### src/rtl/pace_pkg.sv
// Shared pacing definitions: scheduler state encoding, output channel codes,
// and default timing constants (100 MHz clock) also used by the pacemaker
// timing FSM.
package pace_pkg;

    typedef enum logic [2:0] {
        IDLE,
        CHARGE,
        PULSE,
        RECHARGE,
        BLANK
    } pace_state_t;

    localparam logic [1:0] CH_A  = 2'd0;
    localparam logic [1:0] CH_RV = 2'd1;
    localparam logic [1:0] CH_LV = 2'd2;

    localparam int unsigned DEF_PULSE_WIDTH    = 100_000;   // 1 ms
    localparam int unsigned DEF_RECHARGE_WIDTH = 300_000;   // 3 ms
    localparam int unsigned DEF_BLANK_WIDTH    = 2_500_000; // 25 ms
    localparam int unsigned DEF_CHARGE_TIMEOUT = 1_000_000; // 10 ms

    // Channel code to bit position in the {lv, rv, a} request vectors.
    function automatic logic [2:0] chan_onehot(input logic [1:0] ch);
        chan_onehot = 3'b001 << ch;
    endfunction

endpackage

### src/rtl/pace_prio_sel.sv
// Fixed-priority picker for pending pace requests, RV > LV > A.
// Ports:
//   pending  in  3  latched requests {lv, rv, a}
//   valid    out 1  at least one request pending
//   chan     out 2  winning channel code (CH_A when nothing is pending)
module pace_prio_sel
    import pace_pkg::*;
(
    input  logic [2:0] pending,
    output logic       valid,
    output logic [1:0] chan
);

    always_comb begin
        valid = |pending;
        chan  = CH_A;
        if (pending[1]) begin
            chan = CH_RV;
        end else if (pending[2]) begin
            chan = CH_LV;
        end
    end

endmodule

### src/rtl/pace_output_scheduler.sv
// Shares the single pacing output stage between the atrial, right-ventricle
// and left-ventricle requesters. Each granted request runs CHARGE (wait for
// charge_ready, bounded by a timeout), PULSE, RECHARGE and BLANK, then
// returns to IDLE for one cycle before the next grant.
// Ports:
//   clk, rst                 clock, synchronous active-high reset
//   req_a/req_rv/req_lv  in  pace requests (pulse or level)
//   charge_ready         in  output capacitor charged
//   pace_en              out output switch enable (PULSE)
//   recharge_en          out active recharge switch enable (RECHARGE)
//   pace_sel             out routed channel, 0=A 1=RV 2=LV
//   blank                out sense blanking (PULSE, RECHARGE, BLANK)
//   busy                 out not IDLE
//   pending              out latched requests {lv, rv, a}
//   done                 out one-cycle completion strobe per channel
//   overrun              out one-cycle strobe, request hit channel in service
//   charge_fault         out one-cycle strobe, charge timeout
//   fault_sticky         out any charge timeout since reset
module pace_output_scheduler
    import pace_pkg::*;
#(
    parameter int unsigned CNT_W          = 32,
    parameter int unsigned PULSE_WIDTH    = DEF_PULSE_WIDTH,
    parameter int unsigned RECHARGE_WIDTH = DEF_RECHARGE_WIDTH,
    parameter int unsigned BLANK_WIDTH    = DEF_BLANK_WIDTH,
    parameter int unsigned CHARGE_TIMEOUT = DEF_CHARGE_TIMEOUT
) (
    input  logic       clk,
    input  logic       rst,
    input  logic       req_a,
    input  logic       req_rv,
    input  logic       req_lv,
    input  logic       charge_ready,
    output logic       pace_en,
    output logic       recharge_en,
    output logic [1:0] pace_sel,
    output logic       blank,
    output logic       busy,
    output logic [2:0] pending,
    output logic [2:0] done,
    output logic       overrun,
    output logic       charge_fault,
    output logic       fault_sticky
);

    localparam logic [CNT_W-1:0] PW_LAST = CNT_W'(PULSE_WIDTH - 1);
    localparam logic [CNT_W-1:0] RW_LAST = CNT_W'(RECHARGE_WIDTH - 1);
    localparam logic [CNT_W-1:0] BW_LAST = CNT_W'(BLANK_WIDTH - 1);
    localparam logic [CNT_W-1:0] CT_LAST = CNT_W'(CHARGE_TIMEOUT - 1);

    pace_state_t      state_q, state_d;
    logic [CNT_W-1:0] cnt_q;
    logic [1:0]       sel_q;
    logic [2:0]       pending_q, pending_d;
    logic [2:0]       done_q;
    logic             overrun_q, fault_q, sticky_q;

    logic       win_valid;
    logic [1:0] win_chan;
    logic       grant, timeout, finish;
    logic [2:0] req_vec, svc_mask;

    pace_prio_sel u_prio (
        .pending (pending_q),
        .valid   (win_valid),
        .chan    (win_chan)
    );

    assign req_vec  = {req_lv, req_rv, req_a};
    // Channel currently owning the output stage; its new requests are dropped.
    assign svc_mask = (state_q != IDLE) ? chan_onehot(sel_q) : 3'b000;

    always_comb begin
        state_d = state_q;
        grant   = 1'b0;
        timeout = 1'b0;
        finish  = 1'b0;
        unique case (state_q)
            IDLE: begin
                if (win_valid) begin
                    state_d = CHARGE;
                    grant   = 1'b1;
                end
            end
            CHARGE: begin
                if (charge_ready) begin
                    state_d = PULSE;
                end else if (cnt_q == CT_LAST) begin
                    state_d = IDLE;
                    timeout = 1'b1;
                end
            end
            PULSE:    if (cnt_q == PW_LAST) state_d = RECHARGE;
            RECHARGE: if (cnt_q == RW_LAST) state_d = BLANK;
            BLANK: begin
                if (cnt_q == BW_LAST) begin
                    state_d = IDLE;
                    finish  = 1'b1;
                end
            end
            default: state_d = IDLE;
        endcase
    end

    // A new request re-sets a bit cleared by the grant on the same edge.
    always_comb begin
        pending_d = pending_q;
        if (grant) begin
            pending_d = pending_d & ~chan_onehot(win_chan);
        end
        pending_d = pending_d | (req_vec & ~svc_mask);
    end

    always_ff @(posedge clk) begin
        if (rst) begin
            state_q   <= IDLE;
            cnt_q     <= '0;
            sel_q     <= CH_A;
            pending_q <= '0;
            done_q    <= '0;
            overrun_q <= 1'b0;
            fault_q   <= 1'b0;
            sticky_q  <= 1'b0;
        end else begin
            state_q   <= state_d;
            cnt_q     <= (state_d != state_q || state_q == IDLE) ? '0 : cnt_q + CNT_W'(1);
            if (grant) begin
                sel_q <= win_chan;
            end
            pending_q <= pending_d;
            done_q    <= finish ? chan_onehot(sel_q) : 3'b000;
            overrun_q <= |(req_vec & svc_mask);
            fault_q   <= timeout;
            if (timeout) begin
                sticky_q <= 1'b1;
            end
        end
    end

    assign pace_en      = (state_q == PULSE);
    assign recharge_en  = (state_q == RECHARGE);
    assign blank        = (state_q == PULSE) || (state_q == RECHARGE) || (state_q == BLANK);
    assign busy         = (state_q != IDLE);
    assign pace_sel     = sel_q;
    assign pending      = pending_q;
    assign done         = done_q;
    assign overrun      = overrun_q;
    assign charge_fault = fault_q;
    assign fault_sticky = sticky_q;

endmodule

### config.mk
export PLATFORM = sky130hd
export DESIGN_NAME = pace_output_scheduler
export DESIGN_NICKNAME = d
export VERILOG_FILES = /design/src/rtl/pace_pkg.sv /design/src/rtl/pace_prio_sel.sv /design/src/rtl/pace_output_scheduler.sv
export SDC_FILE = /design/constraint.sdc
export NUM_CORES = 1
export LEC_CHECK = 0
export CORE_MARGIN = 8
export CORE_UTILIZATION = 40
export CTS_BUF_LIST = sky130_fd_sc_hd__clkbuf_4
export CTS_CLUSTER_DIAMETER = 200
export DETAILED_ROUTE_END_ITERATION = 8
export GPL_ROUTABILITY_DRIVEN = 0
export PLACE_DENSITY_LB_ADDON = 0.08
export SYNTH_ARGS = -nofsm -noshare
export SYNTH_HDL_FRONTEND = slang
export SYNTH_HIERARCHICAL = 1
export SYNTH_SLANG_ARGS = --single-unit
### constraint.sdc
create_clock -name clk -period 4.03 [get_ports clk]
set_input_delay 0.806 -clock clk [delete_from_list [all_inputs] [get_ports clk]]
set_output_delay 0.806 -clock clk [all_outputs]
set_load 0.01 [all_outputs]
# Word level (Yosys, flattened, before mapping)
# Index checks and enable logic that the tools add are counted.
[word_totals]
register_bits = 46
latch_bits = 0
ram_bits = 0
mem_bits_ro = 0
out_inout_bits = 15
memories = 0
[op_classes]
n_addsub = 1
mul = 0
div_mod_pow = 0
order_cmp = 0
eq_ne = 9
n_shift = 2
mux = 18
bitwise = 7
n_reduce_logical = 9
[op_table]
columns = ["cell", "n"]
rows = [
  ["32-bit by 1-bit adder with 32-bit output (second input constant)", 1],
  ["32-bit by 17-bit == test with 1-bit output (second input constant)", 1],
  ["32-bit by 19-bit == test with 1-bit output (second input constant)", 1],
  ["32-bit by 20-bit == test with 1-bit output (second input constant)", 1],
  ["32-bit by 22-bit == test with 1-bit output (second input constant)", 1],
  ["3-bit two-way mux", 8],
  ["3-bit one-hot mux with 5 select lines", 1],
  ["3-bit AND", 3],
  ["1-bit two-way mux", 7],
  ["3-bit by 2-bit == test with 1-bit output (second input constant)", 2],
  ["3-bit inverter", 2],
  ["3-bit OR reduction", 2],
  ["1-bit by 2-bit << shifter with 3-bit output (first input constant)", 2],
  ["2-bit two-way mux", 2],
  ["2-bit OR reduction", 2],
  ["3-bit by 1-bit == test with 1-bit output (second input constant)", 1],
  ["3-bit == test (second input constant)", 1],
  ["3-bit zero test", 1],
  ["1-bit logical OR", 3],
  ["3-bit inequality test", 1],
  ["3-bit OR", 1],
  ["3-bit nonzero test", 1],
  ["1-bit inverter", 1],
]

# Depth between registers and ports, before layout
# Gate-level depths: netlist of run 1.
[logic_depth]
depth_word = 7
ltp_mapped = 7
depth_no_buf = 6

# Modules after synthesis
# Netlist of run 1, hierarchy kept.
[by_module_without_submodules]
columns = ["mod", "instances", "cells_each", "area_per_inst_um2"]
rows = [
  ["pace_output_scheduler", 1, 268, 2298.5],
  ["pace_prio_sel", 1, 3, 22.5],
]

# Worst setup path before layout of run 1
# No wires, ideal clock.
[synth_path]
path_type = "register to register"
from = "register cnt_q[20]"
to = "register cnt_q[10]"
setup_time_ns = 0.134
t_arrival_ns = 2.046
required_time_ns = 3.896
setup_slack_ns = 1.850
stages_incl_launch_ff = 7
n_path_buf = 1
synth_period_minus_slack_ns = 2.180
path_cell_list = "dfxtp_1 -> or4_1 -> nor4_4 -> nand4_2 -> a221oi_4 -> buf_4 -> nor4_1"
[synth_via]
elab_chain_cells = 7
[synth_rtl]
columns = ["item", "line", "text"]
rows = [
  ["start, declared", "pace_output_scheduler.sv:52", "logic [CNT_W-1:0] cnt_q;"],
  ["start signal, assigned", "pace_output_scheduler.sv:126", "cnt_q <= (state_d != state_q || state_q == IDLE) ? '0 : cnt_q + CNT_W'(1);"],
  ["32-bit by 20-bit == test with 1-bit output", "pace_output_scheduler.sv:88", "end else if (cnt_q == CT_LAST) begin"],
  ["3-bit two-way mux", "pace_output_scheduler.sv:88", ""],
  ["3-bit two-way mux", "pace_output_scheduler.sv:86", "if (charge_ready) begin"],
  ["3-bit one-hot mux with 5 select lines *", "pace_output_scheduler.sv:78", "unique case (state_q)"],
  ["3-bit inequality test *", "pace_output_scheduler.sv:126", ""],
  ["1-bit logical OR *", "pace_output_scheduler.sv:126", ""],
  ["2-bit OR reduction (no source line) *", "n/a", ""],
]
# Every way passes the cells marked *; elsewhere a longest branch is shown, timed or not.
# A chain may end at the register's enable or synchronous reset.

# Worst setup path in the final report of run 1
[layout_path]
from = "register state_q[0]"
to = "output port recharge_en"
[layout_via]
elab_chain_cells = 1
[layout_rtl]
columns = ["item", "line", "text"]
rows = [
  ["start, declared", "pace_output_scheduler.sv:51", "pace_state_t state_q, state_d;"],
  ["start signal, assigned", "pace_output_scheduler.sv:125", "state_q <= state_d;"],
  ["3-bit by 2-bit == test with 1-bit output", "pace_output_scheduler.sv:141", "assign recharge_en = (state_q == RECHARGE);"],
  ["end, declared", "pace_output_scheduler.sv:35", "output logic recharge_en,"],
]
# No other way between the ends.

==> results by stage, run 1 <==
Run status:
- The run finished with clean final reports.

Die:
- The starting density of the core is a little over two fifths.
- The core region area is 5540 um2.
- During I/O placement, the number of pins put on the boundary was 21.
- The vertical die dimension is between 90 and 100 um.
- The die width is between 90 and 100 um.
- The number of rows created at floorplan is 27.
- The area of the die is 8496 um2.

Timing:
- The number of max-slew violations in the final report came to 0.
- The worst clock skew is about 0.015 ns.
- After routing, the total negative slack on setup checks comes to 0 ns.
- Once routing completed, OpenROAD measured the worst setup slack at approximately 1.3 ns.
- After layout, the minimum clock period comes to around 2.8 ns.
- For the pin with the worst max-slew slack, the measured transition is 0.8801 ns.
- Timing would allow up to approximately 360 MHz.
- The final-report hold violation count came to 0.
- Setup violations remaining at the end of the flow were counted as 0.
- Setup repair after global routing left no endpoint under its margin.
- Headroom to the max-slew limit came out at 41.14%.
- After layout, the worst path uses between 60% and 70% of the clock period.

Clocking:
- In this run the clock root is driven by a clkbuf_4.
- The TritonCTS clock tree is built.
- The maximum clock insertion buffer count is 2.
- Buffers inserted during clock tree synthesis total 5.
- The clock-pin slew on the worst setup and hold paths is between 0.1 and 0.15 ns.
- The number of setup buffers added after CTS is 0.
- The post-CTS resize count is 0.
- The TritonCTS sink count is 46.
- For the worst-skew pair, the clock arrives at the later sink with an insertion delay of between 0.3 and 0.4 ns.
- The H-tree was split into 2 levels.
- The number of buffers inserted by hold repair at cts is 0.

Global route:
- The global-route usage over all layers is approximately an eighth.
- The number of global-route vias before repair came to roughly 1900.
- The first-pass GRT wire length is approximately 9400 um.
- The number of antenna violations at the first check in global routing is 0.
- The total grt overflow is 0.
- Entering global routing, the biggest net connects 33 pins.

Synth:
- The number of flops mapped to enable cells by yosys is 0.
- The net count of the mapped netlist is between 200 and 300.
- The portion of synthesized cell area occupied by the leading cell type is between 30 and 40%.
- The fraction of synthesis flops using an asynchronous set or reset pin is 0%.
- Sorting the synthesized cells by area gives the leading types as dfxtp_1, xnor2_1, nor3_1.
- The number of different library cells used by synthesis comes to between 40 and 50.
- Summing every instance area after synthesis gives roughly 2300 um2.
- In this run the mean area of a mapped cell was 8.564 um2.
- In the synthesized netlist the dominant register cell turns out to be dfxtp_1.
- In the synthesized netlist, the cells that appear most often are dfxtp_1, nor3_1, nor4_1, xnor2_1.
- The most common cell in the synthesized netlist is dfxtp_1.
- The register area share after synthesis is approximately two fifths.
- The number of storage elements in the synthesis netlist is between 40 and 50.
- The library cell with the largest summed area after synthesis is dfxtp_1.
- The Yosys step of the flow raised 6 warnings.
- Synthesis handed over a netlist of about 270 instances.

Drt:
- The average via count per standard cell is around 5.5.
- The final route contains ~2000 vias.
- The initial detailed-routing violation count is ~140.
- The detail route stage leaves a number of antenna-violating nets equal to 0.
- The wire length reported by the detailed router is 5247 um.
- The average detailed-routed wire length per instance is approximately 15 um.
- The DRC violation count after routing is 0.
- The total iterations of the first detailed-routing run is 4.

Power:
- The clock network is responsible for between 30% and 40% of the overall power.
- The logic gate share of total power is between 10 and 15%.
- The analysis attributes to cell leakage a power of 0.8083 nW.
- The net switching power figure is about 0.24 mW.
- In this run the power density over the cells is 337.8 nW/um2.
- Across the VDD grid, the largest voltage drop is 0.1324 mV.
- Cell internal power was estimated by the tool at roughly 0.65 mW.
- The switching part of the total is around 27%.
- The part of the power in registers is 53.4%.

Placed design:
- The number of buffers inserted by port buffering is 20.
- After legalization and detailed placement, the total HPWL measured between 3000 and 4000 um.
- The setup slack after placement is between 1 and 1.5 ns.

Final layout:
- The area growth from synthesis to layout is 13.85%.
- In the final design database the tool counted between 200 and 300 nets.
- The number of antenna diodes in the final layout is 0.
- The post-route netlist has 6.667% of its cells at a drive strength greater than 1.

Job:
- The number of max-capacitance violations reported is 0.

Setup path:
- The worst setup path is captured at an output port.
- The critical-path maximum fanout is 6.
- The category of the most critical setup path is flip-flop to output port.
- At the worst endpoint, the arrival time is between 1.5 and 2 ns.
- STA classifies the critical path startpoint as a flip-flop.
- The required time at the worst-slack endpoint is ~3.2 ns.
- The number of cells on the worst reg-to-reg path is 5.

Min path:
- Along the worst hold path, the cell count comes to 2.
- The path class of the tightest hold or removal check is flip-flop to flip-flop.
==> logic make-up after synthesis <==
family	after synthesis	share of synthesized area, %
AOI/OAI and AO/OA	23	6.631
xor gates and xnor gates	30	11.32
adders and majority gates	1	0.5390
buffers and inverters	25	4.528
DFF	46	39.68
muxes	1	0.4313
and+or+nand+nor	145	36.87
==> sequential cells by signal (all words and copies together) (netlist names) <==
register      cells
cnt_q            32
charge_fault      1
done              3
state_q           3
pending           3
fault_sticky      1
pace_sel          2
overrun           1
==> worst paths after layout <==
kind | startpoint | endpoint | slack, ns
setup / recovery | state_q[0] | recharge_en | 1.25
setup reg to reg | cnt_q[20] | cnt_q[7] | 1.50
hold reg to reg | fault_sticky | fault_sticky | 0.47
hold / removal | fault_sticky | fault_sticky | 0.47
==> worst max-delay path, stage by stage (launching register included) <==
cell and delay (ns):
dfxtp_1 0.44, inv_1 0.15, nor2_1 0.40, clkdlybuf4s50_1 0.63
==> final cells by class <==
class                           count  area, um2
Clock buffer                        6      45.04
Clock inverter                      2      37.54
Fill cell                         577       2898
Inverter                            9      33.78
Multi-Input combinational cell    200       1300
Sequential cell                    46      920.9
Tap cell                           72      90.09
Timing Repair Buffer               22      215.2
==> per-layer routing <==
metal	vias up	track usage, %	share of wire [%]
li1	1014	-	-
met1	914	18.43	53
met2	38	18.89	41
met3	4	3.993	5.1
met4	0	4.161	1.2
met5	-	0	0
==> cell usage in the layout, fill, tap and decap left out, types with 3 or more instances in the layout <==
cell	count
nor3_1	28
nand3b_1	4
clkdlybuf4s50_1	20
nor4_1	21
a21oi_1	10
clkbuf_4	6
nand2b_1	6
xor2_1	13
dfxtp_1	46
and3_1	6
xnor2_1	17
or4_1	3
nand2_1	16
nor2_1	16
o21ai_0	5
nand4_1	14
nand3_1	11
inv_1	9
==> stage by stage <==
| stage | instance area, um2 | power [mW] | hold slack, ns | utilization (%) | instances |
|---|---|---|---|---|---|
| floorplan | 2321 | 0.5722 | 0.4525 | - | 271 |
| global placement | 2560 | 0.6174 | 0.4382 | 46.21 | 349 |
| detailed placement | 2560 | 0.6173 | 0.4507 | 46.21 | 349 |
| CTS | 2643 | 0.9062 | 0.4703 | 47.70 | 357 |
| global route | 2643 | 0.9372 | 0.5232 | 47.70 | 357 |
| finish | 2643 | 0.8926 | 0.4663 | 47.70 | 357 |
==> power by group through the flow <==
stage | Clock, mW | Sequential, mW | Combinational (mW)
final | 0.286 | 0.476 | 0.130
after global routing | 0.316 | 0.479 | 0.142
after detailed placement | 0 | 0.486 | 0.131
after floorplan | 0 | 0.484 | 0.0877
after CTS | 0.299 | 0.476 | 0.131
after global placement | 0 | 0.486 | 0.131
Note: power is estimated with default switching activity, not from simulation.
==> run 2: changes to the inputs <==
- clock period: 4.03 -> 2.8 ns (I/O delays scaled with it)
==> results by stage, run 2 (synthesized netlist as in run 1, its figures left out) <==
Run status:
- The flow ran to the end, and the final reports show no timing, DRC or antenna violations.

Final layout:
- The footprint of the multi-input gates is 1300 um2 (unchanged).
- The number of antenna cells inserted was 0 (unchanged).
- The net count reported at finish was 295 (+1.4%).
- The area growth from synthesis to layout was 13.91% (about the same).
- The library cells used most frequently in the layout, excluding fill and tap cells, are dfxtp_1, nor3_1, nor4_1, clkdlybuf4s50_1, xnor2_1.
- The combined flip-flop and latch cell area is 920.9 um2 (unchanged).
- The fraction of final layout cells with drive strength greater than 1 came to 7.612% (+0.95 points).
- The total of fill cells in the finished design is 568 (-1.6%).
- The final design utilization is 47.72% (about the same).
- The register with the most flip-flops is cnt_q.
- The most common cell after layout, fill and taps aside is dfxtp_1.
- The number of flip-flops in the largest register is 32 (unchanged).

Setup path:
- The end of the worst register-to-register path is cnt_q[17].
- The element type at the critical path start is a flip-flop.
- The biggest cell delay along the critical path is 0.53 ns (-0.10 ns).
- The cell type group with the largest total delay on the critical path is buffers and inverters.
- The worst setup path is of the flip-flop to output port kind.
- The number of cells on the worst reg-to-reg path is 6 (+1).
- The register-to-register setup slack is 0.50 ns (-1.00 ns).
- The count of buffering cells on the critical path with inverters included is 2 (unchanged).
- The cell at the slowest stage of the critical path is clkdlybuf4s50_1.
- The critical path goes through or3b_2 -> inv_1 -> clkdlybuf4s50_1.
- The worst setup path is captured at an output port.
- In this run the critical register-to-register path is launched from cnt_q[20].
- The required time at the worst-slack endpoint is 2.24 ns (-0.98 ns).
- The data arrival at the endpoint of the critical path is 1.95 ns (-0.02 ns).
- The critical-path maximum fanout is 9 (+3).

Drt:
- The DRC violation count after routing is 0 (unchanged).
- The antenna violation net count after detailed routing was 0 (unchanged).
- The initial detailed-routing violation count is 128 (-9.9%).
- The wire length reported by the detailed router came to 5264 um (+0.32%).
- The average detailed-routed wire length per instance was 14.58 um (-0.79%).
- The total iterations of the first detailed-routing run came to 4 (unchanged).
- The average via count per standard cell is 5.590 (+1.3%).
- The total via count in the routed design was 2018 (+2.4%).

Placed design:
- The placed wire-length estimate after detailed placement is 3768 um (+1.1%).
- The number of buffers inserted by port buffering is 20 (unchanged).

Clocking:
- The number of buffers inserted by hold repair at cts was 0 (unchanged).
- The number of setup buffers added after CTS came to 0 (unchanged).
- The maximum clock insertion buffer count is 2 (unchanged).
- TritonCTS built the clock tree.
- The H-tree depth was 2 (unchanged).
- The post-CTS resize count is 0 (unchanged).
- The clock insertion delay at the later pin of the skew report is 0.36 ns (about the same).
- The root buffer cell chosen for the clock tree is clkbuf_4.
- The number of CTS-inserted buffers is 5 (unchanged).
- The TritonCTS sink count was 46 (unchanged).
- The clock-pin slew on the worst setup and hold paths is 0.13 ns (about the same).

Timing:
- Counting I/O delays and the setup requirement, the final critical path takes between 2 and 3 ns.
- The number of max-slew violations in the final report came to 0 (unchanged).
- The worst-case headroom to the max-slew limit is 54.66% (+14 points).
- Setup repair after global routing left no endpoint under its margin.
- The final setup TNS is 0 ns (unchanged).
- The worst hold slack is 0.4553 ns (-0.01098 ns).
- The part of the cycle the worst path needs is between 80% and 90%.
- The worst clock skew is 0.01026 ns (-0.004959 ns).
- The final-report hold violation count is 0 (unchanged).
- The number of setup violations in the final report is 0 (unchanged).
- The transition time at the pin with the least slew margin is 0.6749 ns (-0.2052 ns).
- For this run, the top clock speed supported by timing is 397.9 MHz.

Power:
- The peak supply drop is 0.2535 mV (+92%).
- The cell leakage power is 0.8190 nW (+1.3%).
- The power density over cell area is 454.8 nW/um2 (+35%).
- The total chip power is 1.203 mW (+35%).

Die:
- The total I/O pin count is 21 (unchanged).
- The starting density of the core is 41.89% (unchanged).
- The area of the die was 8496 um2 (unchanged).
- The die width is 92.18 um (unchanged).
- The vertical die dimension is 92.18 um (unchanged).
- The core region area was 5540 um2 (unchanged).
- The number of rows created at floorplan is 27 (unchanged).

Job:
- The number of max-capacitance violations reported is 0 (unchanged).

Global route:
- The maximum number of pins on one net before global-route repair is 25 (-24%).
- The number of global-route vias before repair is 1864 (-2.1%).
- The global-route usage over all layers is 13.11% (-0.13 points).
- The number of antenna violations at the first check in global routing is 0 (unchanged).
- The total grt overflow is 0 (unchanged).
- The first-pass GRT wire length is 9356 um (-0.58%).

Min path:
- In this run the most critical hold path is launched from fault_sticky.
- The endpoint of the worst hold path is fault_sticky.
- The number of stages on the worst hold path is 2 (unchanged).
- The path category of the worst min-delay check is flip-flop to flip-flop.
[run 2: metrics by stage]
step	instance area [um2]	setup WS (ns)	instances
5_1_grt	2644	0.1401	361
4_1_cts	2644	0.2788	361
2_1_floorplan	2321	0.6205	271
6_report	2644	0.2868	361
3_5_place_dp	2590	0.4955	353
3_3_place_gp	2590	0.5100	353
[run 2: how the worst max path moves through the flow]
stage,endpoint,cells after the start,startpoint,slack (ns)
2_1_floorplan,cnt_q[10],6,cnt_q[20],0.62
3_3_place_gp,cnt_q[6],6,cnt_q[20],0.51
3_5_place_dp,cnt_q[15],6,cnt_q[20],0.50
4_1_cts,pace_en,3,state_q[1],0.28
5_1_grt,busy,3,state_q[1],0.14
6_report,pace_en,3,state_q[1],0.29
[run 2: tightest hold or removal path, stage by stage, from the launching register on]
cell and delay [ns]:
dfxtp_1 0.33, inv_1 0.05, a21oi_1 0.05
[run 2: layer usage]
layer	vias up	track usage [%]	wire, um
li1	1027	-	-
met1	949	19.02	2814
met2	36	18.24	2127
met3	6	3.341	262
met4	0	4.027	60
met5	-	0	0
[run 2: power by group]
part	total [mW]	internal [mW]	switching, mW
Combinational	0.198	0.0811	0.117
Sequential	0.685	0.668	0.0165
Clock	0.320	0.105	0.215
Total	1.20	0.854	0.349
[run 2: area by class of cell]
class	count	share of cell area (%)
Timing Repair Buffer	26	9.276
Multi-Input combinational cell	200	49.17
Clock buffer	6	1.704
Sequential cell	46	34.83
Inverter	9	1.278
Tap cell	72	3.407
Clock inverter	2	0.3313
==> RTL change 1, RTL diff (config.mk and constraints of run 2) <==
Make the reset (`rst`) asynchronous in one clocked block. Comments in the files are not updated.
--- a/src/rtl/pace_output_scheduler.sv
+++ b/src/rtl/pace_output_scheduler.sv
@@ -111,7 +111,7 @@
         pending_d = pending_d | (req_vec & ~svc_mask);
     end
 
-    always_ff @(posedge clk) begin
+    always_ff @(posedge clk or posedge rst) begin
         if (rst) begin
             state_q   <= IDLE;
             cnt_q     <= '0;
Check against the original RTL: differs if rst is asserted again (counterexample within 4 cycles, from zero or initial values and one cycle with rst high); with rst held inactive, the same outputs for 10 cycles.
==> RTL change 1 against run 2 <==
- register-to-register slack worse by 0.25 ns
- cell area up 8.8%
- synthesized cell count decreased by 4.1%
- non-clock buffer count increased by 2
- routed wire length decreased by 1.9%
- global-route usage down 0.33 points
- first-iteration DRC count fell by 42%
- synthesized area up 7.8%
- clock skew down 0.0014 ns
- worst setup slack got worse by 0.041 ns
- sequential cell count unchanged
- sequential share of layout area increased by 5.2 points
- critical path type is now flip-flop to flip-flop
Power is not compared: it rests on default switching activity, and its combinational part moved more than twofold at a synthesized area within 25%.
==> RTL change 1: results (changes against run 2) <==
[setup_path] CP max stage delay 0.60 ns [+0.07 ns]
[yosys] Synth top cells by count 46 x sky130_fd_sc_hd__dfrtp_1, 30 x sky130_fd_sc_hd__nor2_2, 29 x sky130_fd_sc_hd__nor2_1, 23 x sky130_fd_sc_hd__nand2_1, 21 x sky130_fd_sc_hd__xnor2_1
[setup_path] slowest cell on the critical path sky130_fd_sc_hd__or4b_1
[yosys] portion of the post-synthesis area used by sequential elements 0.460 [+0.0635]
[final_layout] fraction of layout instances using a drive strength above 1 0.183 [+0.107]
[status] run status completed
[clock_tree] CTS Buf Count 5 [unchanged]
[setup_path] Crit path max-delay family simple AND/OR/NAND/NOR gates
[global_routing] first-pass GRT wire length 9.10 mm [-2.7%]
[global_routing] vias in the first global route 1853 [-0.59%]
[drt] final wirelength 5.16 mm [-1.9%]
[drt] Vias/cell 5.12 [-8.5%]
[yosys] post-synthesis async set-or-reset flop share 1.00 [+1.00]
[setup_path] Crit Path Max Fanout 32 [+23]
[yosys] synthesized instance count 260 [-4.1%]
[global_routing] maximum number of pins on one net before global-route repair 33 [+32%]
[sta] clock skew after layout 0.00887 ns [-0.00138 ns]
[final_layout] final non-filler cell total 367 [+1.7%]
[placement] post-place instance area 0.00282 mm² [+9.0%]
[placement] instance count after placement with tap cells included 360 [+2.0%]
[final_layout] Reg area 0.00115 mm² [+25%]
[placement] Detail Placement HPWL 3.84 mm [+2.0%]
[yosys] post-synthesis net count 267 [-4.0%]
[min_path] HP Class input port to asynchronous set/reset pin
[final_layout] count of filler cells inserted in the layout 610 [+7.4%]
[yosys] Cell variety after synth 44 [+4.8%]
## RTL change 1: cell type report
class / instances / share of cell area
multi-input combinational: 200 / 0.441
sequential: 46 / 0.400
timing repair buffer: 28 / 0.0948
tap: 77 / 0.0335
clock buffer: 7 / 0.0183
inverter: 9 / 0.0117
## RTL change 1: final timing paths
| path | start | to | slack (ns) | cells past startpoint |
|---|---|---|---|---|
| worst max register to register | cnt_q[0]$_DFF_PP0_ | cnt_q[2]$_DFF_PP0_ | 0.25 | 8 |
| worst min register to register | fault_sticky$_DFFE_PP0P_ | fault_sticky$_DFFE_PP0P_ | 0.48 | 1 |
| worst min-delay path | rst | cnt_q[2]$_DFF_PP0_ | 0.47 | 2 |
| worst max-delay path | cnt_q[0]$_DFF_PP0_ | cnt_q[2]$_DFF_PP0_ | 0.25 | 8 |
| max in group asynchronous | rst | pace_sel[1]$_DFFE_PP0P_ | 1.78 | 3 |
| min in group clk | fault_sticky$_DFFE_PP0P_ | fault_sticky$_DFFE_PP0P_ | 0.48 | 1 |
## RTL change 1: cell families after synthesis
| kind of cell | count (synthesis) | share of synthesized area |
|---|---|---|
| flip-flops | 46 | 0.460 |
| XOR/XNOR | 30 | 0.105 |
| multiplexers | 3 | 0.0130 |
| adder cells (fa/ha/maj) | 1 | 0.00500 |
| buffers and inverters | 14 | 0.0320 |
| AND/OR/NAND/NOR | 154 | 0.348 |
| AO/OA/AOI/OAI | 12 | 0.0370 |
## RTL change 1: power groups by stage
stage	clock (W)	sequential [W]	combinational, W
after floorplan	0	0.000680	0.0000124
after global placement	0	0.000679	0.0000316
after detailed placement	0	0.000679	0.0000315
after CTS	0.000334	0.000666	0.0000314
after global routing	0.000358	0.000667	0.0000343
final	0.000311	0.000666	0.0000299
## RTL change 1: worst reg2reg max path: stages (launching register included)
cell	delay, ns
sky130_fd_sc_hd__dfrtp_1	0.42
sky130_fd_sc_hd__ha_1	0.23
sky130_fd_sc_hd__and3_1	0.25
sky130_fd_sc_hd__nand3_1	0.18
sky130_fd_sc_hd__or4b_1	0.60
sky130_fd_sc_hd__a22o_1	0.29
sky130_fd_sc_hd__o22ai_4	0.13
sky130_fd_sc_hd__buf_12	0.24
sky130_fd_sc_hd__nor2_1	0.12
## RTL change 1: layer usage
metal  vias up  wire [µm]  track usage
met2        28       2320        0.200
met5         -          0            0
met3         8        224       0.0299
met4         0         86       0.0494
met1       895       2540        0.167
li1        947          -            -
## RTL change 1: metrics by stage
stage	hold slack, ns	power [W]
floorplan	0.454	0.000692
global route	0.484	0.00106
finish	0.473	0.00101
detailed placement	0.455	0.000710
CTS	0.469	0.00103
global placement	0.457	0.000710
==> RTL change 2, RTL diff (flow settings as in run 2) <==
Without the edit above. Set the parameter `CNT_W` to 64 (it was 32).
--- a/src/rtl/pace_output_scheduler.sv
+++ b/src/rtl/pace_output_scheduler.sv
@@ -19,7 +19,7 @@
 module pace_output_scheduler
     import pace_pkg::*;
 #(
-    parameter int unsigned CNT_W          = 32,
+    parameter int unsigned CNT_W          = 64,
     parameter int unsigned PULSE_WIDTH    = DEF_PULSE_WIDTH,
     parameter int unsigned RECHARGE_WIDTH = DEF_RECHARGE_WIDTH,
     parameter int unsigned BLANK_WIDTH    = DEF_BLANK_WIDTH,
Check against the original RTL: no difference found for any inputs over 10 cycles, from zero or initial values and one cycle with rst high; that may be too few to reach the edited logic, so the function may still have changed.
==> RTL change 2 against run 2 <==
- worst setup slack lost 0.075 ns
- sequential power grew 66%
- worst hold slack is essentially flat
- sequential cell count grew 32
- power grew 64%
- routed wire length grew 66%
- die area grew 53%
- critical path depth grew 1
- synthesized area grew 66%
- count of clock-buffer cells in the layout grew 5
- global-route usage grew 1.1 points
- cell count grew 74%
- fmax shrank 2.9%
- cell area grew 64%
- critical endpoint is now recharge_en
- highest routed layer unchanged
==> RTL change 2: results (changes against run 2) <==
[status] run status completed
[clock_tree] Clock Latency Late Sink 0.41 ns [+0.05 ns]
[drt] Vias/cell 5.17 [-7.5%]
[clock_tree] depth of the CTS H-tree 3 [+1]
[setup_path] arrival time at the worst endpoint 2.03 ns [+0.08 ns]
[sta] final critical delay including setup and external delays 2.59 ns [+0.0745 ns]
[global_routing] total routing usage reported by global routing 0.142 [+0.0109]
[drt] final wirelength 8.76 mm [+66%]
[sta] Final Max Tran Viols 0 [unchanged]
[global_routing] maximum number of pins on one net before global-route repair 50 [+100%]
[setup_path] critical register-to-register path startpoint cnt_q[0]$_SDFF_PP0_
[setup_path] critical path capture point recharge_en
[final_layout] count of filler cells inserted in the layout 972 [+71%]
[power] worst vdd ir 0.000192 V [-24%]
[placement] placement-stage worst setup slack 0.437 ns [-0.0588 ns]
[min_path] HP Class flip-flop to flip-flop
[setup_path] depth of the worst register-to-register path 8 [+2]
[yosys] post-synthesis net count 474 [+71%]
[power] static leakage 1.27 nW [+55%]
[setup_path] Critical R2R Capture cnt_q[26]$_SDFF_PP0_
[final_layout] diodes inserted 0 [unchanged]
[drt] Detailed Route Iter0 Violations 90 [-30%]
[setup_path] FF-to-FF setup slack 0.47 ns [-0.03 ns]
[sta] Worst Tran Pin Value 0.694 ns [+0.0187 ns]
[placement] post-place instance area 0.00421 mm² [+62%]
[yosys] cell types with the largest area share after synthesis sky130_fd_sc_hd__dfxtp_1 41%, sky130_fd_sc_hd__nor2_1 9.4%, sky130_fd_sc_hd__xnor2_1 8.4%, sky130_fd_sc_hd__xor2_1 5.7%, sky130_fd_sc_hd__nand4_1 4.2%
[yosys] mean instance size in the synthesized netlist 8.24 µm² [-3.8%]
[global_routing] met2 routing resource usage after global routing 0.236 [+0.0538]
[final_layout] fraction of layout instances using a drive strength above 1 0.0789 [+0.00282]
[placement] instance count after placement with tap cells included 611 [+73%]
[final_layout] Post-layout nets 496 [+68%]
[global_routing] global routing met1 resource utilization 0.174 [-0.0164]
[global_routing] met3 GRT Util 0.0338 [+0.000340]
[yosys] portion of the post-synthesis area used by sequential elements 0.406 [+0.00896]
[drt] Via Count 3242 [+61%]
[placement] Detail Placement HPWL 6.29 mm [+67%]
[global_routing] first-pass GRT wire length 14.9 mm [+59%]
[global_routing] vias in the first global route 3158 [+69%]
[final_layout] number of flip-flops in the largest register 64 [+100%]
[yosys] Top FF cell, synth sky130_fd_sc_hd__dfxtp_1
[yosys] Synth top cells by count 96 x sky130_fd_sc_hd__nor2_1, 78 x sky130_fd_sc_hd__dfxtp_1, 37 x sky130_fd_sc_hd__xnor2_1, 34 x sky130_fd_sc_hd__nand2_1, 30 x sky130_fd_sc_hd__nand3_1
[yosys] post-synthesis async set-or-reset flop share 0 [unchanged]
[yosys] Cell variety after synth 48 [+14%]
[sta] clock skew after layout 0.00662 ns [-0.00364 ns]
[setup_path] Crit Path Max Fanout 8 [-1]
[clock_tree] CTS Buf Count 9 [+4]
==> RTL change 2: cell types whose count changed after synthesis, sizes merged, moves of 12 or more <==
cell	before	now
nor2	16	96
nand2	16	34
nand3	11	30
xor2	13	25
dfxtp	46	78
nand4	15	29
xnor2	17	37
==> RTL change 2: metal layers <==
metal  routed length, µm  vias up  part of all wire
li1                    -     1670                 -
met1                4190     1527              0.48
met2                4170       38              0.48
met3                 307        7             0.035
met4                  91        0             0.010
met5                   0        -                 0
==> RTL change 2: where the power goes <==
part / internal, W / switching [W]
registers: 0.00112 / 0.0000183
logic: 0.0000714 / 0.0000901
clock network: 0.000286 / 0.000382
total: 0.00148 / 0.000491
==> RTL change 2: how the worst min path moves through the flow <==
| stage | from | endpoint | slack, ns | cells after the start |
|---|---|---|---|---|
| floorplan | cnt_q[0]$_SDFF_PP0_ | cnt_q[0]$_SDFF_PP0_ | 0.44 | 1 |
| global placement | fault_sticky$_SDFFE_PP0P_ | fault_sticky$_SDFFE_PP0P_ | 0.44 | 2 |
| detailed placement | fault_sticky$_SDFFE_PP0P_ | fault_sticky$_SDFFE_PP0P_ | 0.44 | 2 |
| CTS | fault_sticky$_SDFFE_PP0P_ | fault_sticky$_SDFFE_PP0P_ | 0.46 | 2 |
| global route | fault_sticky$_SDFFE_PP0P_ | fault_sticky$_SDFFE_PP0P_ | 0.49 | 2 |
| finish | fault_sticky$_SDFFE_PP0P_ | fault_sticky$_SDFFE_PP0P_ | 0.46 | 2 |
==> RTL change 2: kinds of logic after synthesis <==
| kind of cell | Yosys count | share of synthesized area |
|---|---|---|
| AND/OR/NAND/NOR | 268 | 0.365 |
| flip-flops | 78 | 0.406 |
| XOR/XNOR | 62 | 0.141 |
| buffers and inverters | 31 | 0.0371 |
| AO/OA/AOI/OAI | 26 | 0.0452 |
| multiplexers | 1 | 0.00260 |
| adder cells (fa/ha/maj) | 1 | 0.00325 |
==> RTL change 2: final cells by class <==
class / count / area, µm² / area share
multi-input cells: 358 / 2150 / 0.496
flip-flops and latches: 78 / 1560 / 0.360
repair buffers: 28 / 273 / 0.0629
well taps: 133 / 166 / 0.0384
clock buffers: 11 / 82.6 / 0.0190
inverters: 14 / 52.6 / 0.0121
clock inverters: 5 / 50.0 / 0.0115
==> RTL change 2: critical path, stage by stage (launching register included) <==
cell                              delay [ns]
sky130_fd_sc_hd__dfxtp_1                0.47
sky130_fd_sc_hd__inv_1                  0.11
sky130_fd_sc_hd__or3_1                  0.41
sky130_fd_sc_hd__inv_1                  0.09
sky130_fd_sc_hd__clkdlybuf4s50_1        0.54
